`src/rtl/ram_burst_ctrl.sv`:
```
// Burst initiator for a single-port RAM: one word per cycle, write data from a
// valid/ready stream, read data out on a registered valid/ready stream.
module ram_burst_ctrl #(
  parameter int ADDR_W = 8,
  parameter int DATA_W = 8
) (
  input  logic              clk,
  input  logic              rst_n,
  input  logic              cmd_start,
  input  logic              cmd_write,
  input  logic [ADDR_W-1:0] cmd_addr,
  input  logic [ADDR_W-1:0] cmd_len,
  output logic              busy,
  output logic              done,
  input  logic [DATA_W-1:0] wr_data,
  input  logic              wr_valid,
  output logic              wr_ready,
  output logic [DATA_W-1:0] rd_data,
  output logic              rd_valid,
  input  logic              rd_ready,
  output logic [ADDR_W-1:0] ram_addr,
  output logic [DATA_W-1:0] ram_din,
  output logic              ram_en,
  output logic              ram_rw,
  input  logic [DATA_W-1:0] ram_dout
);

  typedef enum logic [1:0] {IDLE, WRITE, READ, FIN} state_t;

  state_t              state_q, state_d;
  logic [ADDR_W-1:0]   addr_q, addr_d;
  logic [ADDR_W:0]     rem_q, rem_d;
  logic [DATA_W-1:0]   rd_data_q, rd_data_d;
  logic                rd_valid_q, rd_valid_d;
  logic                issue;

  assign rd_data  = rd_data_q;
  assign rd_valid = rd_valid_q;

  always_comb begin
    state_d    = state_q;
    addr_d     = addr_q;
    rem_d      = rem_q;
    rd_data_d  = rd_data_q;
    rd_valid_d = rd_valid_q;
    busy       = 1'b0;
    done       = 1'b0;
    wr_ready   = 1'b0;
    ram_en     = 1'b0;
    ram_rw     = 1'b0;
    ram_addr   = '0;
    ram_din    = '0;
    issue      = 1'b0;
    case (state_q)
      IDLE: begin
        if (cmd_start) begin
          addr_d  = cmd_addr;
          // A zero length encodes a full sweep of the address space.
          rem_d   = (cmd_len == '0) ? {1'b1, {ADDR_W{1'b0}}} : {1'b0, cmd_len};
          state_d = cmd_write ? WRITE : READ;
        end
      end
      WRITE: begin
        busy     = 1'b1;
        wr_ready = 1'b1;
        ram_en   = wr_valid;
        ram_rw   = wr_valid;
        ram_addr = addr_q;
        ram_din  = wr_data;
        if (wr_valid) begin
          addr_d = addr_q + 1'b1;
          rem_d  = rem_q - 1'b1;
          if (rem_q == (ADDR_W+1)'(1)) state_d = FIN;
        end
      end
      READ: begin
        busy     = 1'b1;
        ram_addr = addr_q;
        // A new read may only be issued when the output register is free or draining.
        issue    = (rem_q != '0) && (!rd_valid_q || rd_ready);
        if (issue) begin
          ram_en     = 1'b1;
          rd_data_d  = ram_dout;
          rd_valid_d = 1'b1;
          addr_d     = addr_q + 1'b1;
          rem_d      = rem_q - 1'b1;
        end else begin
          if (rd_ready) rd_valid_d = 1'b0;
          if ((rem_q == '0) && (!rd_valid_q || rd_ready)) state_d = FIN;
        end
      end
      FIN: begin
        done    = 1'b1;
        state_d = IDLE;
      end
      default: state_d = IDLE;
    endcase
  end

  always_ff @(posedge clk or negedge rst_n) begin
    if (!rst_n) begin
      state_q    <= IDLE;
      addr_q     <= '0;
      rem_q      <= '0;
      rd_data_q  <= '0;
      rd_valid_q <= 1'b0;
    end else begin
      state_q    <= state_d;
      addr_q     <= addr_d;
      rem_q      <= rem_d;
      rd_data_q  <= rd_data_d;
      rd_valid_q <= rd_valid_d;
    end
  end

endmodule

```
`config.mk`:
```
export PLATFORM = sky130hd
export DESIGN_NAME = ram_burst_ctrl
export DESIGN_NICKNAME = d
export VERILOG_FILES = /design/src/rtl/ram_burst_ctrl.sv
export SDC_FILE = /design/constraint.sdc
export NUM_CORES = 1
export LEC_CHECK = 0
export ABC_AREA = 1
export CELL_PAD_IN_SITES_DETAIL_PLACEMENT = 0
export CELL_PAD_IN_SITES_GLOBAL_PLACEMENT = 1
export CORE_MARGIN = 2
export CORE_UTILIZATION = 30
export CTS_BUF_LIST = sky130_fd_sc_hd__clkbuf_2
export DETAILED_ROUTE_END_ITERATION = 16
export PLACE_DENSITY = 0.84
export SLEW_MARGIN = 5
export SYNTH_ARGS = -nofsm -noshare
export SYNTH_HDL_FRONTEND = slang
export SYNTH_SLANG_ARGS = --single-unit
```
`constraint.sdc`:
```
create_clock -name clk -period 3.3 [get_ports clk]
set_input_delay 0.495 -clock clk [delete_from_list [all_inputs] [get_ports clk]]
set_output_delay 0.495 -clock clk [all_outputs]
set_load 0.02 [all_outputs]
```
==> flow_metrics.tcl, run 1 <==
set metrics [dict create \
    track_usage_pct 14.44 \
    drive_above_1_share_pct 7.397 \
    start_util_pct 30.88 \
    ant_nets 0 \
    postPlaceCellArea_sq_mm 0.002694 \
    use_met3_pct 2.626 \
    htreeDepth 1 \
    rsz0062_at_grt "no" \
    io_buffers 67 \
    drc 0 \
    grt_busiest_layer "met2" \
    insertion_delay_ps 390 \
    setup_tns_ps 0 \
    path_clk_slew_ps 290 \
    die_area_sq_mm 0.007198 \
    cts_sinks 28 \
    cts-resized-gates 0 \
    core_sq_mm 0.006350 \
    areaGrowthSynthToFinish_pct 39.69 \
    stdcell_area_sq_mm 0.002739 \
    cts_buffers 3 \
    viasPerCell 4.543 \
    maxCapViolations 0 \
    relSlewSlack_pct 71.94 \
    first_iter_violations 76 \
    endpoint_kind "output port" \
    std_cell_rows 29 \
    ctsHoldBuffers 0 \
    leakagePower_nw 1.465 \
    met1_usage_pct 19.38 \
    arrival_ps 2290 \
    finalClockSkew_ps 10.26 \
    path_max_fanout 13 \
    ys_ff_latch 28 \
    yosysWarnings 0 \
    yosysSeqAreaShare_pct 35.74 \
    period_needed_ps 2782 \
    hold_viol_final 0 \
    path_cells "inv_1, ha_1, nand2_1, a21oi_1, clkdlybuf4s50_1" \
    finalCritPeriodShare_pct 84.30 \
    die_y_um 84.84 \
    dpl_worst_slack_ps 869.1 \
    cts_setup_buffers 0 \
    cpPeakStageDelay_ps 620 \
    avgSynthCellArea_sq_um 6.535 \
    critical-path-top-delay-family "buffers and inverters" \
    crit_type "reg -> out" \
    wire_per_inst_um 11.28 \
    overflow 0 \
    hp-class "in -> async" \
    max_freq_mhz 359.4 \
    fp.dieW_um 84.84 \
    syn_nets 346 \
    p_total_w 0.002778 \
    cts_buffer_depth 2 \
    wl_um 4984 \
    maxSlewViolCount 0 \
    ios 68 \
    grt_pass1_vias 1889 \
    ys_types 26 \
    synth_area_sq_mm 0.001961 \
    setup_viol 0 \
    root_buffer "clkbuf_2" \
    grt_pass1_wl_um 8631 \
    antenna-diode-count 0 \
    vias 2008 \
    tightest_slew_ps 420.9 \
    status "finished, final reports clean" \
    final_nets 412 \
    dp_hpwl_um 3772 \
    peakVddDrop_uv 444.9 \
    path_buf_inv 2 \
    drt_pass1_iterations 4 \
    antenna_found_initial 0 \
    cts_tree "yes" \
    grtUsageMet2_pct 24.62 \
    grt_max_degree 29 \
    syn_inst 300 \
    power.density_mw_per_mm2 1014 \
    start_kind "flip-flop" \
    crit_required_ps 2800 \
    cpMaxStageDelayCell "clkdlybuf4s50_1" \
    fin_ws_ps 517.9 \
    globalplace.congestion 0.8284 \
]
cell usage in the layout (no fill, tap or decap), drive strengths merged, types with 3 or more instances in the layout:
cell	n
inv	49
nor2	18
o21ai	19
clkbuf	3
nand2	122
dfrtp	28
ha	8
clkdlybuf4s50	67
buf	4
nor3	3
nand3	29
a21oi	8
flip-flops by register name, indices dropped and copies added, names as in the netlist:
signal,count
addr_q,8
state_q,2
rd_valid,1
rem_q,9
rd_data,8
metal layers:
metal / share of wire, % / routed length, um
met1: 48 / 2404
met2: 45 / 2245
met3: 6.0 / 298
met4: 0.72 / 36
met5: 0 / 0
worst reg2reg max path, stage by stage (launching register included):
cell,delay [ps]
dfrtp_1,480
inv_1,120
ha_1,160
nand2_1,50
nor2_1,170
nand2_2,70
nand3_2,60
buf_4,240
nand2_2,230
nand2_4,270
nand2_1,80
nand2_1,70
cell families after synthesis:
family | Yosys count | synth area share, %
and+or+nand+nor | 175 | 37.65
buffers and inverters | 59 | 12.64
AOI/OAI and AO/OA | 30 | 8.871
DFF | 28 | 35.74
adders and majority gates | 8 | 5.106
final timing paths:
check	startpoint	endpoint	slack [ps]	depth (start not counted)
hold / removal	rst_n	addr_q[2]$_DFFE_PN0P_	430	2
setup / recovery	state_q[1]$_DFFE_PN0P_	ram_en	520	5
setup reg to reg	rem_q[0]$_DFFE_PN0P_	rem_q[7]$_DFFE_PN0P_	1250	11
hold reg to reg	rem_q[1]$_DFFE_PN0P_	rem_q[1]$_DFFE_PN0P_	520	2
max in group asynchronous	rst_n	rem_q[8]$_DFFE_PN0P_	2600	2
min in group clk	rem_q[1]$_DFFE_PN0P_	rem_q[1]$_DFFE_PN0P_	520	2
cells in the mapped netlist:
| cell type | instances | share of area (%) |
|---|---|---|
| nand3_2 | 1 | 0.51 |
| o31ai_1 | 1 | 0.38 |
| nand2_1 | 116 | 22 |
| o22ai_2 | 1 | 0.64 |
| buf_1 | 1 | 0.19 |
| o21ai_1 | 9 | 2.3 |
| buf_6 | 3 | 1.7 |
| or2_2 | 1 | 0.32 |
| ha_1 | 8 | 5.1 |
| clkbuf_1 | 3 | 0.57 |
| nor2_4 | 1 | 0.57 |
| inv_2 | 8 | 1.5 |
| a21oi_1 | 7 | 1.8 |
| nand3_1 | 28 | 7.1 |
| nor3_1 | 3 | 0.77 |
| inv_1 | 41 | 7.8 |
| nor2_1 | 17 | 3.3 |
| buf_2 | 3 | 0.77 |
| nand2_4 | 1 | 0.57 |
| o21bai_1 | 1 | 0.38 |
| nand3b_1 | 1 | 0.38 |
| nand4_1 | 1 | 0.32 |
| nand2_2 | 5 | 1.6 |
| dfrtp_1 | 28 | 36 |
| o21ai_0 | 10 | 2.6 |
| a21oi_4 | 1 | 0.83 |
layout make-up:
type / instances / area [sq um]
Timing Repair Buffer: 71 / 700.7
Inverter: 49 / 183.9
Fill cell: 707 / 3611
Tap cell: 77 / 96.34
Multi-Input combinational cell: 213 / 1012
Sequential cell: 28 / 700.7
Clock buffer: 3 / 15.01
Clock inverter: 1 / 30.03
metrics by stage:
step                      utilization [%]  std cells  hold slack, ps
after floorplan                         -        300           199.4
final                               43.13        442           431.5
after detailed placement            42.42        438           468.1
after CTS                           43.13        442           428.1
after global placement              42.42        438           458.4
after global routing                43.13        442           414.5
power breakdown:
group | switching (W) | leakage [nW] | total (W) | internal [W]
Sequential | 0.000143 | 0.350 | 0.000657 | 0.000513
Combinational | 0.00116 | 1.09 | 0.00190 | 0.000741
Clock | 0.000112 | 0.0266 | 0.000217 | 0.000104
Total | 0.00142 | 1.47 | 0.00278 | 0.00136
Note: power is estimated with default switching activity, not from simulation.
==> run 2, diff against run 1 <==
clock period = 2.6 ns   (was 3.3 ns; I/O delays follow)
==> flow_metrics.tcl, run 2 (same netlist as run 1, synthesis figures left out) <==
set metrics [dict create \
    track_usage_pct 14.35 \
    overflow 0 \
    path_max_fanout 13 \
    vias 2031 \
    crit_type "reg -> out" \
    hold_viol_final 0 \
    final_cell_mix "nand2_1, clkdlybuf4s50_1, inv_1, nand3_1, dfrtp_1" \
    die_y_um 84.84 \
    grt_pass1_vias 1937 \
    rsz0062_at_grt "no" \
    drive_above_1_share_pct 8.919 \
    root_buffer "clkbuf_2" \
    grt_max_degree 29 \
    dp_hpwl_um 3730 \
    final_cells 447 \
    globalplace.congestion 0.8183 \
    seq_area_sq_um 700.7 \
    drc 0 \
    fp.dieW_um 84.84 \
    finalCritPeriodShare_pct 95.30 \
    maxCapViolations 0 \
    start_kind "flip-flop" \
    multiInputGateArea_sq_mm 0.001025 \
    tightest_slew_ps 380.1 \
    finalClockSkew_ps 16.18 \
    drt_pass1_iterations 4 \
    largest_register_ffs 9 \
    crit_required_ps 2210 \
    setup_viol 0 \
    wl_um 5015 \
    core_sq_mm 0.006350 \
    fill_cells 676 \
    path_clk_slew_ps 290 \
    antenna-diode-count 0 \
    power.density_mw_per_mm2 1278 \
    peakVddDrop_uv 568.8 \
    grt_pass1_wl_um 8680 \
    ant_nets 0 \
    io_buffers 67 \
    final_nets 417 \
    relSlewSlack_pct 74.66 \
    hp-class "in -> async" \
    insertion_delay_ps 390 \
    regMostFlops "rem_q" \
    cts_buffer_depth 2 \
    layout_commonest_cell "nand2_1" \
    areaGrowthSynthToFinish_pct 43.27 \
    utilization_pct 44.24 \
    die_area_sq_mm 0.007198 \
    fin_hold_ws_ps 319.0 \
    start_util_pct 30.88 \
    leakagePower_nw 1.619 \
    first_iter_violations 69 \
    crit_start "state_q[1]$_DFFE_PN0P_" \
    std_cell_rows 29 \
    r2r-start "rem_q[1]$_DFFE_PN0P_" \
    wire_per_inst_um 11.22 \
    cts_tree "yes" \
    cts_buffers 3 \
    ios 68 \
    cts_sinks 28 \
    htreeDepth 1 \
    setup_tns_ps 0 \
    status "finished, final reports clean" \
    viasPerCell 4.544 \
    arrival_ps 2090 \
    maxSlewViolCount 0 \
    max_freq_mhz 403.6 \
    endpoint_kind "output port" \
    ctsHoldBuffers 0 \
    antenna_found_initial 0 \
    period_needed_ps 2478 \
    placed_cells 439 \
]
==> run 2: cell types whose count changed in the layout (fill, tap and decap cells not counted) <==
cell,delta
buf_4,+5
dlymetal6s2s_1,+8
clkdlybuf4s50_1,-8
ha_4,+1
ha_1,-1
==> run 2: area by class of cell <==
| cell class | count | area share, % |
|---|---|---|
| multi-input cells | 213 | 36.48 |
| repair buffers | 76 | 26.99 |
| flip-flops and latches | 28 | 24.94 |
| inverters | 49 | 6.548 |
| well taps | 77 | 3.430 |
| clock inverters | 1 | 1.069 |
| clock buffers | 3 | 0.5345 |
==> run 2: path summary, 6_finish.rpt <==
path	end	slack [ps]	depth (start not counted)
min in group clk	rd_data[7]$_DFFE_PN0N_	490	3
min reg2reg	rem_q[1]$_DFFE_PN0P_	520	2
max	ram_addr[1]	120	6
min	addr_q[1]$_DFFE_PN0P_	320	2
max in group asynchronous	state_q[0]$_DFFE_PN0P_	2000	2
max reg2reg	rem_q[7]$_DFFE_PN0P_	580	11
==> run 2: power by group <==
part	internal [W]	switching (W)	leakage [nW]	total (W)
Sequential	0.000652	0.000174	0.350	0.000826
Combinational	0.000989	0.00150	1.24	0.00249
Clock	0.000132	0.000142	0.0266	0.000274
==> run 2: worst max-delay path: stages (launching register included) <==
cell	delay, ps
dfrtp_1	420
inv_1	80
ha_1	300
buf_4	190
nand2_1	70
inv_1	50
clkdlybuf4s50_1	590
==> run 2: per-stage QoR <==
| step | worst slack [ps] | power, W | cell area, sq um |
|---|---|---|---|
| CTS | 23.76 | 0.003613 | 2764 |
| floorplan | 666.5 | 0.002525 | 1961 |
| global placement | 410.4 | 0.003273 | 2701 |
| finish | 122.3 | 0.003591 | 2809 |
| detailed placement | 368.0 | 0.003304 | 2701 |
| global route | 10.07 | 0.003964 | 2809 |
==> run 2: routing by layer <==
layer,vias to the layer above,wire (um),GRT usage [%]
met2,69,2270,24.98
li1,1061,-,-
met3,4,322,2.432
met4,0,28,2.597
met1,897,2394,18.99
met5,-,0,0
==> run 2: repair_timing <==
item                       4_1_cts  5_1_grt
setup buffers                    2        2
gates resized for setup          1        9
setup endpoints to repair        1        8
==> edit: new RTL, config.mk and constraints of run 2 <==
Change the parameter `DATA_W` from 8 to 9.
--- a/src/rtl/ram_burst_ctrl.sv
+++ b/src/rtl/ram_burst_ctrl.sv
@@ -2,7 +2,7 @@
 // valid/ready stream, read data out on a registered valid/ready stream.
 module ram_burst_ctrl #(
   parameter int ADDR_W = 8,
-  parameter int DATA_W = 8
+  parameter int DATA_W = 9
 ) (
   input  logic              clk,
   input  logic              rst_n,
Interface: changed (resized ram_din, ram_dout, rd_data and wr_data); port bits go from 68 to 72. No check against the original RTL was run, so the function may have changed too.
==> edit against run 2 <==
- design area is 3.7% higher
- worst setup slack better by 12 ps
- count of clock-buffer cells in the layout is 3 higher
- wire length is 10% higher
- register-to-register slack better by 90 ps
- sequential cell count is 1 higher
- synthesized area is 5.4% higher
- worst hold slack better by 60 ps
- via count is 2.8% higher
- total power is 5.6% higher
- sequential share of layout area hardly changed
- fmax is 0.50% higher
- core utilization is 0.90 points lower
- synthesized cell count is 3.0% higher
- critical endpoint is now ram_din[2]
- largest power group unchanged
==> edit: results <==
export IMPL_async_flop_share_pct=100.0
export IMPL_max_vdd_ir_drop_v=0.0005344
export IMPL_ys_seq_area_share_pct=35.13
export IMPL_htree_num_levels=2
export IMPL_relSlewSlack_pct=74.40
export IMPL_ys_types=27
export IMPL_nets=431
export IMPL_routabilityCongestion=0.8222
export IMPL_worstSkewPairLatency_ps=370
export IMPL_synthTopCellsByArea="dfrtp_1, nand2_1, nand3_1, inv_1, ha_1"
export IMPL_vias=2088
export IMPL_grt_usage_pct=15.24
export IMPL_synthMuxAreaShare_pct=0
export IMPL_leakage_nw=1.569
export IMPL_finClkSkew_ps=14.85
export IMPL_status="finished clean"
export IMPL_clkTransAtPathRegs_ps=160
export IMPL_timing_critical_path_fanout_max=11
export IMPL_first_iter_violations=105
export IMPL_synth_compound_area_share_pct=6.784
export IMPL_place_port_buffers=71
export IMPL_syn_nets=357
export IMPL_pre_cts_ws_ps=323.8
export IMPL_routedWlPerCell_um=11.91
export IMPL_drtPass1Iterations=4
export IMPL_synth_fa_ha_area_share_pct=4.846
export IMPL_first_global_vias=1996
export IMPL_drive_gt1_share_pct=12.24
export IMPL_yosysWarnings=0
export IMPL_grt_pass1_wl_um=9211
export IMPL_cts_buffers=5
export IMPL_hpwl_um=4069
export IMPL_synth_commonest_cells="nand2_1, inv_1, dfrtp_1, nand3_1, nor2_1"
==> edit: per-stage QoR <==
step,area (um^2),cells,hold slack (ps)
after CTS,2897,464,386.7
after floorplan,2066,309,94.41
final,2912,464,379.0
after global placement,2854,456,461.0
after global routing,2912,464,379.0
after detailed placement,2854,456,464.0
==> edit: timing repair <==
item / CTS / global route
resized for setup: 1 / 3
setup endpoints to repair: 9 / 16
pin swaps: 0 / 0
cloned: 0 / 0
buffers inserted: 0 / 0
==> edit: cell type report <==
type	instances	share of cell area [%]
clock inverters	2	0.3438
clock buffers	6	1.031
inverters	43	5.544
flip-flops and latches	29	24.92
multi-input cells	228	38.93
repair buffers	76	25.78
well taps	80	3.438
==> edit: kinds of logic after synthesis <==
kind of cell | Yosys count
flops | 29
compound gates | 20
simple gates | 200
buf+inv | 52
fa+ha+maj | 8
==> edit: worst paths after layout <==
kind,from,end,slack (ps)
worst max-delay path,state_q[1],ram_din[2],130
worst min-delay path,rst_n,rd_data[2],380
worst max register to register,rem_q[0],addr_q[7],670
worst min register to register,rd_data[8],rd_data[8],500
max in group asynchronous,rst_n,addr_q[7],1930
min in group clk,rd_data[8],rd_data[8],500
==> edit: per-layer routing <==
metal	vias up	track usage [%]	share of wire, %
li1	1090	-	-
met1	958	20.00	45
met2	34	26.02	51
met3	6	2.464	2.8
met4	0	3.835	1.2
met5	-	0	0
==> edit: report_power, final <==
| group | total (mW) | switching (mW) | internal, mW |
|---|---|---|---|
| Sequential | 0.881 | 0.207 | 0.674 |
| Combinational | 2.67 | 1.61 | 1.06 |
| Clock | 0.241 | 0.173 | 0.0675 |
==> edit: critical path: stages (launching register included) <==
cell and delay (ps):
dfrtp_1 440, inv_1 120, ha_2 250, buf_4 190
nand2_1 60, inv_1 50, clkdlybuf4s50_1 600
